File: src/rtl/mux_rr_arbiter_pkg.sv
// Shared types and defaults for the round-robin mux arbiter.
package mux_rr_arbiter_pkg;

  typedef enum logic {
    IDLE  = 1'b0,
    GRANT = 1'b1
  } arb_state_t;

  localparam int DEF_NR_REQ   = 4;
  localparam int DEF_DATA_LEN = 2;
  localparam int DEF_MAX_HOLD = 8;

  // Next rotation slot after idx, wrapping modulo n (n need not be a power of two).
  function automatic int wrap_inc(input int idx, input int n);
    return (idx + 1) % n;
  endfunction

endpackage

File: src/rtl/mux_rr_arbiter_if.sv
// Requester-side bus of the arbiter: request/data in, grant/select/result out.
interface mux_rr_arbiter_if
  import mux_rr_arbiter_pkg::*;
#(
  parameter int NR_REQ   = DEF_NR_REQ,
  parameter int DATA_LEN = DEF_DATA_LEN
);
  localparam int SEL_LEN = $clog2(NR_REQ);

  logic [NR_REQ-1:0]          req;
  logic [NR_REQ*DATA_LEN-1:0] data_in;
  logic [NR_REQ-1:0]          gnt;
  logic [SEL_LEN-1:0]         sel;
  logic                       out_valid;
  logic [DATA_LEN-1:0]        out_data;

  modport master (output req, data_in, input gnt, sel, out_valid, out_data);
  modport slave  (input req, data_in, output gnt, sel, out_valid, out_data);
endinterface

File: src/rtl/MuxKeyWithDefault.sv
// Keyed N:1 mux: each lut entry is {key, data}; unmatched keys yield default_out.
module MuxKeyWithDefault #(
  parameter int NR_KEY   = 2,
  parameter int KEY_LEN  = 1,
  parameter int DATA_LEN = 1
) (
  output logic [DATA_LEN-1:0]                  out,
  input  logic [KEY_LEN-1:0]                   key,
  input  logic [DATA_LEN-1:0]                  default_out,
  input  logic [NR_KEY*(KEY_LEN+DATA_LEN)-1:0] lut
);
  localparam int PAIR_LEN = KEY_LEN + DATA_LEN;

  always_comb begin
    out = default_out;
    for (int i = 0; i < NR_KEY; i++) begin
      if (lut[i*PAIR_LEN+DATA_LEN +: KEY_LEN] == key) begin
        out = lut[i*PAIR_LEN +: DATA_LEN];
      end
    end
  end
endmodule

File: src/rtl/mux_rr_arbiter_rr_pick.sv
// Combinational round-robin search: first set req bit at or after ptr, with wrap.
module rr_pick #(
  parameter int NR_REQ  = 4,
  parameter int SEL_LEN = $clog2(NR_REQ)
) (
  input  logic [NR_REQ-1:0]  req,
  input  logic [SEL_LEN-1:0] ptr,
  output logic               found,
  output logic [SEL_LEN-1:0] idx
);
  // Scan farthest-first so the candidate closest to ptr is the last one written.
  always_comb begin
    found = 1'b0;
    idx   = '0;
    for (int k = NR_REQ - 1; k >= 0; k--) begin
      if (req[(int'(ptr) + k) % NR_REQ]) begin
        found = 1'b1;
        idx   = SEL_LEN'((int'(ptr) + k) % NR_REQ);
      end
    end
  end
endmodule

File: src/rtl/mux_rr_arbiter.sv
// Round-robin arbiter owning the select key of a shared keyed data mux,
// with forced rotation after MAX_HOLD cycles when other requesters wait.
module mux_rr_arbiter
  import mux_rr_arbiter_pkg::*;
#(
  parameter int NR_REQ   = DEF_NR_REQ,
  parameter int DATA_LEN = DEF_DATA_LEN,
  parameter int MAX_HOLD = DEF_MAX_HOLD
) (
  input logic            clk,
  input logic            rst,
  mux_rr_arbiter_if.slave bus
);
  localparam int SEL_LEN = $clog2(NR_REQ);
  localparam int HOLD_W  = $clog2(MAX_HOLD);
  localparam int LUT_W   = NR_REQ * (SEL_LEN + DATA_LEN);
  localparam logic [HOLD_W-1:0] HOLD_LIMIT = HOLD_W'(MAX_HOLD - 1);

  arb_state_t          state_reg;
  logic [NR_REQ-1:0]   gnt_reg;
  logic [SEL_LEN-1:0]  sel_reg;
  logic [SEL_LEN-1:0]  ptr_reg;
  logic [HOLD_W-1:0]   hold_cnt_reg;

  logic                pick_found;
  logic [SEL_LEN-1:0]  pick_idx;
  logic                others_waiting;
  logic [LUT_W-1:0]    lut;
  logic [DATA_LEN-1:0] mux_out;
  logic                out_valid;

  rr_pick #(.NR_REQ(NR_REQ), .SEL_LEN(SEL_LEN)) u_pick (
    .req   (bus.req),
    .ptr   (ptr_reg),
    .found (pick_found),
    .idx   (pick_idx)
  );

  // gnt_reg is onehot(sel) while granting, so masking it leaves only the other requesters.
  assign others_waiting = |(bus.req & ~gnt_reg);

  always_ff @(posedge clk) begin
    if (!rst) begin
      state_reg    <= IDLE;
      gnt_reg      <= '0;
      sel_reg      <= '0;
      ptr_reg      <= '0;
      hold_cnt_reg <= '0;
    end else begin
      case (state_reg)
        IDLE: begin
          if (pick_found) begin
            state_reg    <= GRANT;
            gnt_reg      <= NR_REQ'(1) << pick_idx;
            sel_reg      <= pick_idx;
            ptr_reg      <= SEL_LEN'(wrap_inc(int'(pick_idx), NR_REQ));
            hold_cnt_reg <= '0;
          end
        end
        GRANT: begin
          // Release is checked first so it wins over a simultaneous forced rotation.
          if (!bus.req[sel_reg]) begin
            if (pick_found) begin
              gnt_reg      <= NR_REQ'(1) << pick_idx;
              sel_reg      <= pick_idx;
              ptr_reg      <= SEL_LEN'(wrap_inc(int'(pick_idx), NR_REQ));
              hold_cnt_reg <= '0;
            end else begin
              state_reg    <= IDLE;
              gnt_reg      <= '0;
              hold_cnt_reg <= '0;
            end
          end else if (hold_cnt_reg == HOLD_LIMIT && others_waiting) begin
            gnt_reg      <= NR_REQ'(1) << pick_idx;
            sel_reg      <= pick_idx;
            ptr_reg      <= SEL_LEN'(wrap_inc(int'(pick_idx), NR_REQ));
            hold_cnt_reg <= '0;
          end else if (hold_cnt_reg == HOLD_LIMIT) begin
            hold_cnt_reg <= '0;
          end else begin
            hold_cnt_reg <= hold_cnt_reg + HOLD_W'(1);
          end
        end
        default: begin
          state_reg <= IDLE;
          gnt_reg   <= '0;
        end
      endcase
    end
  end

  for (genvar gi = 0; gi < NR_REQ; gi++) begin : g_lut
    assign lut[gi*(SEL_LEN+DATA_LEN) +: SEL_LEN+DATA_LEN] =
      {SEL_LEN'(gi), bus.data_in[gi*DATA_LEN +: DATA_LEN]};
  end

  MuxKeyWithDefault #(.NR_KEY(NR_REQ), .KEY_LEN(SEL_LEN), .DATA_LEN(DATA_LEN)) u_mux (
    .out         (mux_out),
    .key         (sel_reg),
    .default_out ('0),
    .lut         (lut)
  );

  assign out_valid     = |gnt_reg;
  assign bus.gnt       = gnt_reg;
  assign bus.sel       = sel_reg;
  assign bus.out_valid = out_valid;
  assign bus.out_data  = out_valid ? mux_out : '0;

  a_gnt_onehot0 : assert property (@(posedge clk) disable iff (!rst) $onehot0(gnt_reg));
  a_valid_match : assert property (@(posedge clk) disable iff (!rst) out_valid == |gnt_reg);
  a_sel_owner   : assert property (@(posedge clk) disable iff (!rst) gnt_reg[sel_reg] == out_valid);
  a_sel_range   : assert property (@(posedge clk) disable iff (!rst) int'(sel_reg) < NR_REQ);
endmodule

File: src/flat_wrapper.sv
// flat-port wrapper written by rule: the top's interface ports become plain ports
module mux_rr_arbiter_flat import mux_rr_arbiter_pkg::*;
#(
  parameter int NR_REQ   = DEF_NR_REQ,
  parameter int DATA_LEN = DEF_DATA_LEN,
  parameter int MAX_HOLD = DEF_MAX_HOLD
)
  (clk, rst, bus_req, bus_data_in, bus_gnt, bus_sel, bus_out_valid, bus_out_data);
  mux_rr_arbiter_if #(.NR_REQ(NR_REQ), .DATA_LEN(DATA_LEN)) bus_i ();
  input logic clk;
  input logic rst;
  input wire logic [$bits(bus_i.req)-1:0] bus_req;
  input wire logic [$bits(bus_i.data_in)-1:0] bus_data_in;
  output wire logic [$bits(bus_i.gnt)-1:0] bus_gnt;
  output wire logic [$bits(bus_i.sel)-1:0] bus_sel;
  output wire logic [$bits(bus_i.out_valid)-1:0] bus_out_valid;
  output wire logic [$bits(bus_i.out_data)-1:0] bus_out_data;
  assign bus_i.req = bus_req;
  assign bus_i.data_in = bus_data_in;
  assign bus_gnt = bus_i.gnt;
  assign bus_sel = bus_i.sel;
  assign bus_out_valid = bus_i.out_valid;
  assign bus_out_data = bus_i.out_data;
  mux_rr_arbiter #(.NR_REQ(NR_REQ), .DATA_LEN(DATA_LEN), .MAX_HOLD(MAX_HOLD)) u_core (.clk(clk), .rst(rst), .bus(bus_i));
endmodule
File: config.mk
export PLATFORM = sky130hd
export DESIGN_NAME = mux_rr_arbiter_flat
export DESIGN_NICKNAME = d
export VERILOG_FILES = /design/src/rtl/mux_rr_arbiter_pkg.sv /design/src/rtl/mux_rr_arbiter_if.sv /design/src/rtl/MuxKeyWithDefault.sv /design/src/rtl/mux_rr_arbiter_rr_pick.sv /design/src/rtl/mux_rr_arbiter.sv /design/src/flat_wrapper.sv
export SDC_FILE = /design/constraint.sdc
export NUM_CORES = 1
export LEC_CHECK = 0
export ABC_AREA = 1
export BUFFER_PORTS_ARGS = -buffer_cell sky130_fd_sc_hd__buf_2
export CORE_MARGIN = 1.5
export CORE_UTILIZATION = 47
export DETAILED_ROUTE_END_ITERATION = 10
export PLACE_DENSITY = 0.79
export SLEW_MARGIN = 20
export SYNTH_ARGS = -nofsm -noshare
export SYNTH_HDL_FRONTEND = slang
export SYNTH_SLANG_ARGS = --single-unit
export TNS_END_PERCENT = 20
File: constraint.sdc
create_clock -name clk -period 1.6 [get_ports clk]
set_input_delay 0.24 -clock clk [delete_from_list [all_inputs] [get_ports clk]]
set_output_delay 0.24 -clock clk [all_outputs]
set_load 0.01 [all_outputs]
==> metrics.md <==
| Metric | Value |
|---|---|
| Status | finished, final reports clean |
| Clk Latency, worst-skew pair | roughly 0.28 ns |
| First-pass GRT wire length | 3.456 mm |
| Final Skew | ~0.0062 ns |
| Antenna violations before repair | 0 |
| Reg2Reg Depth | 11 |
| Worst Hold Class | primary input to flop |
| TNS Setup | 0 ns |
| Fillcell total | 160 |
| Ant diodes | 0 |
| Top cells by count, synth | nand2_1 (54), inv_1 (20), nor2_1 (13), dfxtp_1 (12) |
| Antenna Nets Post-Route | 0 |
| Ys async rst share | 0% |
| Crit Path Class | flop to output pin |
| Worst Setup SP | u_core.bus.sel[1]$_SDFFE_PN0P_ |
| Hold_sp | rst |
| EDFF count, synth | 0 |
| CP arrival | ~1.3 ns |
| Area Growth Syn to Fin | 27.48% |
| Final Hold Viols | 0 |
| CTS Root Buffer Type | clkbuf_4 |
| Die ar. | between 2000 and 2500 um^2 |
| Fin crit share | roughly 96% |
| Crit-path max FO | 6 |
| WL final | 2.149 mm |
| Core Area | ~1800 um^2 |
| Syn avg cell area | around 6 um^2 |
| Max Buffers Root-to-Sink | 2 |
| Final setup violation count | 0 |
| DRC violations left | 0 |
| Initial Util | between 50% and 60% |
| Relative slew slack | between 80% and 90% |
| Synthesized cell area | ~930 um^2 |
| Die width | roughly 48 um |
| PD cells | slightly above 2000 nW/um^2 |
| Row count | 15 |
| Crit. End Element | output pin |
| Total CTS buffers | 3 |
| Slew Viols, Final | 0 |
| Slew @ Worst Pin | ~0.24 ns |
| # nets final | 201 |
| CTS tree | built |
| Drt first pass iters | 4 |
| Most frequent cell after synthesis | nand2_1 |
| Max-cap violations | 0 |
| Area contributors post-synth | dfxtp_1 (26%), nand2_1 (22%), inv_1 (8.0%) |
| Post-layout util | between 60% and 70% |
| CTS Sinks | 12 |
| R2r startpoint | u_core.ptr_reg[0]$_SDFFE_PN0P_ |
| DR vias | just over 1k |
| HPWL after detailed placement | roughly 1.7 mm |
| Most used flip-flop cell after synthesis | dfxtp_1 |
| Top cell type's share of synthesized area | between 20% and 30% |
| DIE HEIGHT | 47.57 um |
| Seq cells post-synth | 12 |
| Worst VDD drop | between 1 and 1.5 mV |
| Vias/cell | approximately 4.9 |
| Final Power | around 2.4 mW |
| Leak Pwr | 0.6535 nW |
| CTS H-tree depth | 1 |
| Sequential area share after synthesis | 25.74% |
| Vias in the first global route | roughly 860 |
| Cell taking the most area after synthesis | dfxtp_1 |
| CP Capture Point | bus_out_data[1] |
| Worst R2R End | u_core.ptr_reg[1]$_SDFFE_PN0P_ |
| WL per Instance | ~10 um |
| RSZ-0062 raised after global routing | true |
| Detailed Route Iter0 Violations | 14 |
| Fin crit period | between 1.5 and 2 ns |
| I/O pin count | 23 |
| Placer congestion estimate | 0.9168 |
| Cells after synthesis | 155 |
| Global route total overflow | 0 |
| Largest net degree at the start of global routing | 10 |
| Yosys cell types | 23 |
| Hold slack | 0.2128 ns |
| Layout cell share with drive strength beyond 1 | between 30% and 40% |
| Worst setup SP type | flop |
| Fmax | roughly 650 MHz |
| Clk slew on worst S/H paths | approximately 0.08 ns |
| WP data required | 1.36 ns |
| Number of flip-flops in the largest register | 4 |
| Syn_nets | between 150 and 200 |
| Worst R2R Setup Slack | about 0.11 ns |
| Warnings, synthesis | 0 |
| Tot GR Track Use | 21.57% |
| # port buffers | 22 |
-- per-stage QoR --
stage / instance area, um^2 / std cells / worst slack (ns)
2_1_floorplan: 933.4 / 155 / 0.1268
3_3_place_gp: 1086 / 204 / 0.007961
3_5_place_dp: 1086 / 204 / -0.06244
4_1_cts: 1132 / 208 / 0.01413
5_1_grt: 1190 / 208 / -0.01973
6_report: 1190 / 208 / 0.07140
-- critical path, cell delays in order, from the launching register on --
cell and delay (ns):
dfxtp_2 0.36, inv_2 0.08, nor2_1 0.04, inv_1 0.06
o22ai_1 0.06, nor4_1 0.24, buf_2 0.17
-- layout make-up --
type	instances	area [um^2]	share of cell area [%]
multi-input combinational	114	626.9	52.68
sequential	12	252.7	21.24
timing repair buffer	25	132.6	11.15
inverter	28	110.1	9.253
clock buffer	4	36.28	3.049
tap	25	31.28	2.629
-- repair_timing --
action                     in CTS  in global routing
resized for setup               4                 18
setup endpoints to repair       6                  9
pin swaps                       0                  5
setup buffers                   0                  0
gates cloned                    0                  1
hold buffers                    0                  0
-- power by group --
group	internal, mW	leakage [nW]	switching [mW]
logic	0.638	0.531	0.934
clock network	0.139	0.0210	0.107
registers	0.427	0.101	0.173
total	1.20	0.653	1.21
-- metal layers --
| layer | part of all wire, % | GRT usage [%] |
|---|---|---|
| met5 | 0 | 0 |
| met4 | 1.4 | 8.649 |
| met3 | 6.1 | 4.906 |
| met2 | 49 | 39.46 |
| met1 | 44 | 23.97 |
-- cells by family after synthesis --
| group | share of synthesized area, % |
|---|---|
| AOI/OAI and AO/OA | 7.909 |
| and+or+nand+nor | 48.52 |
| buffers and inverters | 13.81 |
| DFF | 25.74 |
| adders and majority gates | 4.022 |
-- cells in the final DEF (no fill, tap or decap), types with 2 or more instances in the layout --
master / instances
nand2_1: 52
buf_2: 22
inv_1: 18
nor2_1: 12
nand2_2: 9
inv_2: 8
a21oi_1: 8
dfxtp_1: 6
nand3_2: 5
nand3_1: 5
nor2_4: 5
dfxtp_2: 4
nand2_4: 3
ha_1: 3
clkbuf_4: 3
buf_4: 3
nor3_1: 2
o21ai_0: 2
nor4_1: 2
dfxtp_4: 2
-- how the worst min path moves through the flow --
stage,endpoint,slack (ns),cells after the start
finish,u_core.bus.sel[1]$_SDFFE_PN0P_,0.21,3
global placement,u_core.hold_cnt_reg[1]$_SDFFE_PN0P_,0.45,2
floorplan,u_core.bus.sel[1]$_SDFFE_PN0P_,0.36,2
detailed placement,u_core.hold_cnt_reg[2]$_SDFFE_PN0P_,0.46,2
CTS,u_core.bus.sel[1]$_SDFFE_PN0P_,0.21,3
global route,u_core.bus.sel[1]$_SDFFE_PN0P_,0.21,3
Note: power is estimated with default switching activity, not from simulation.
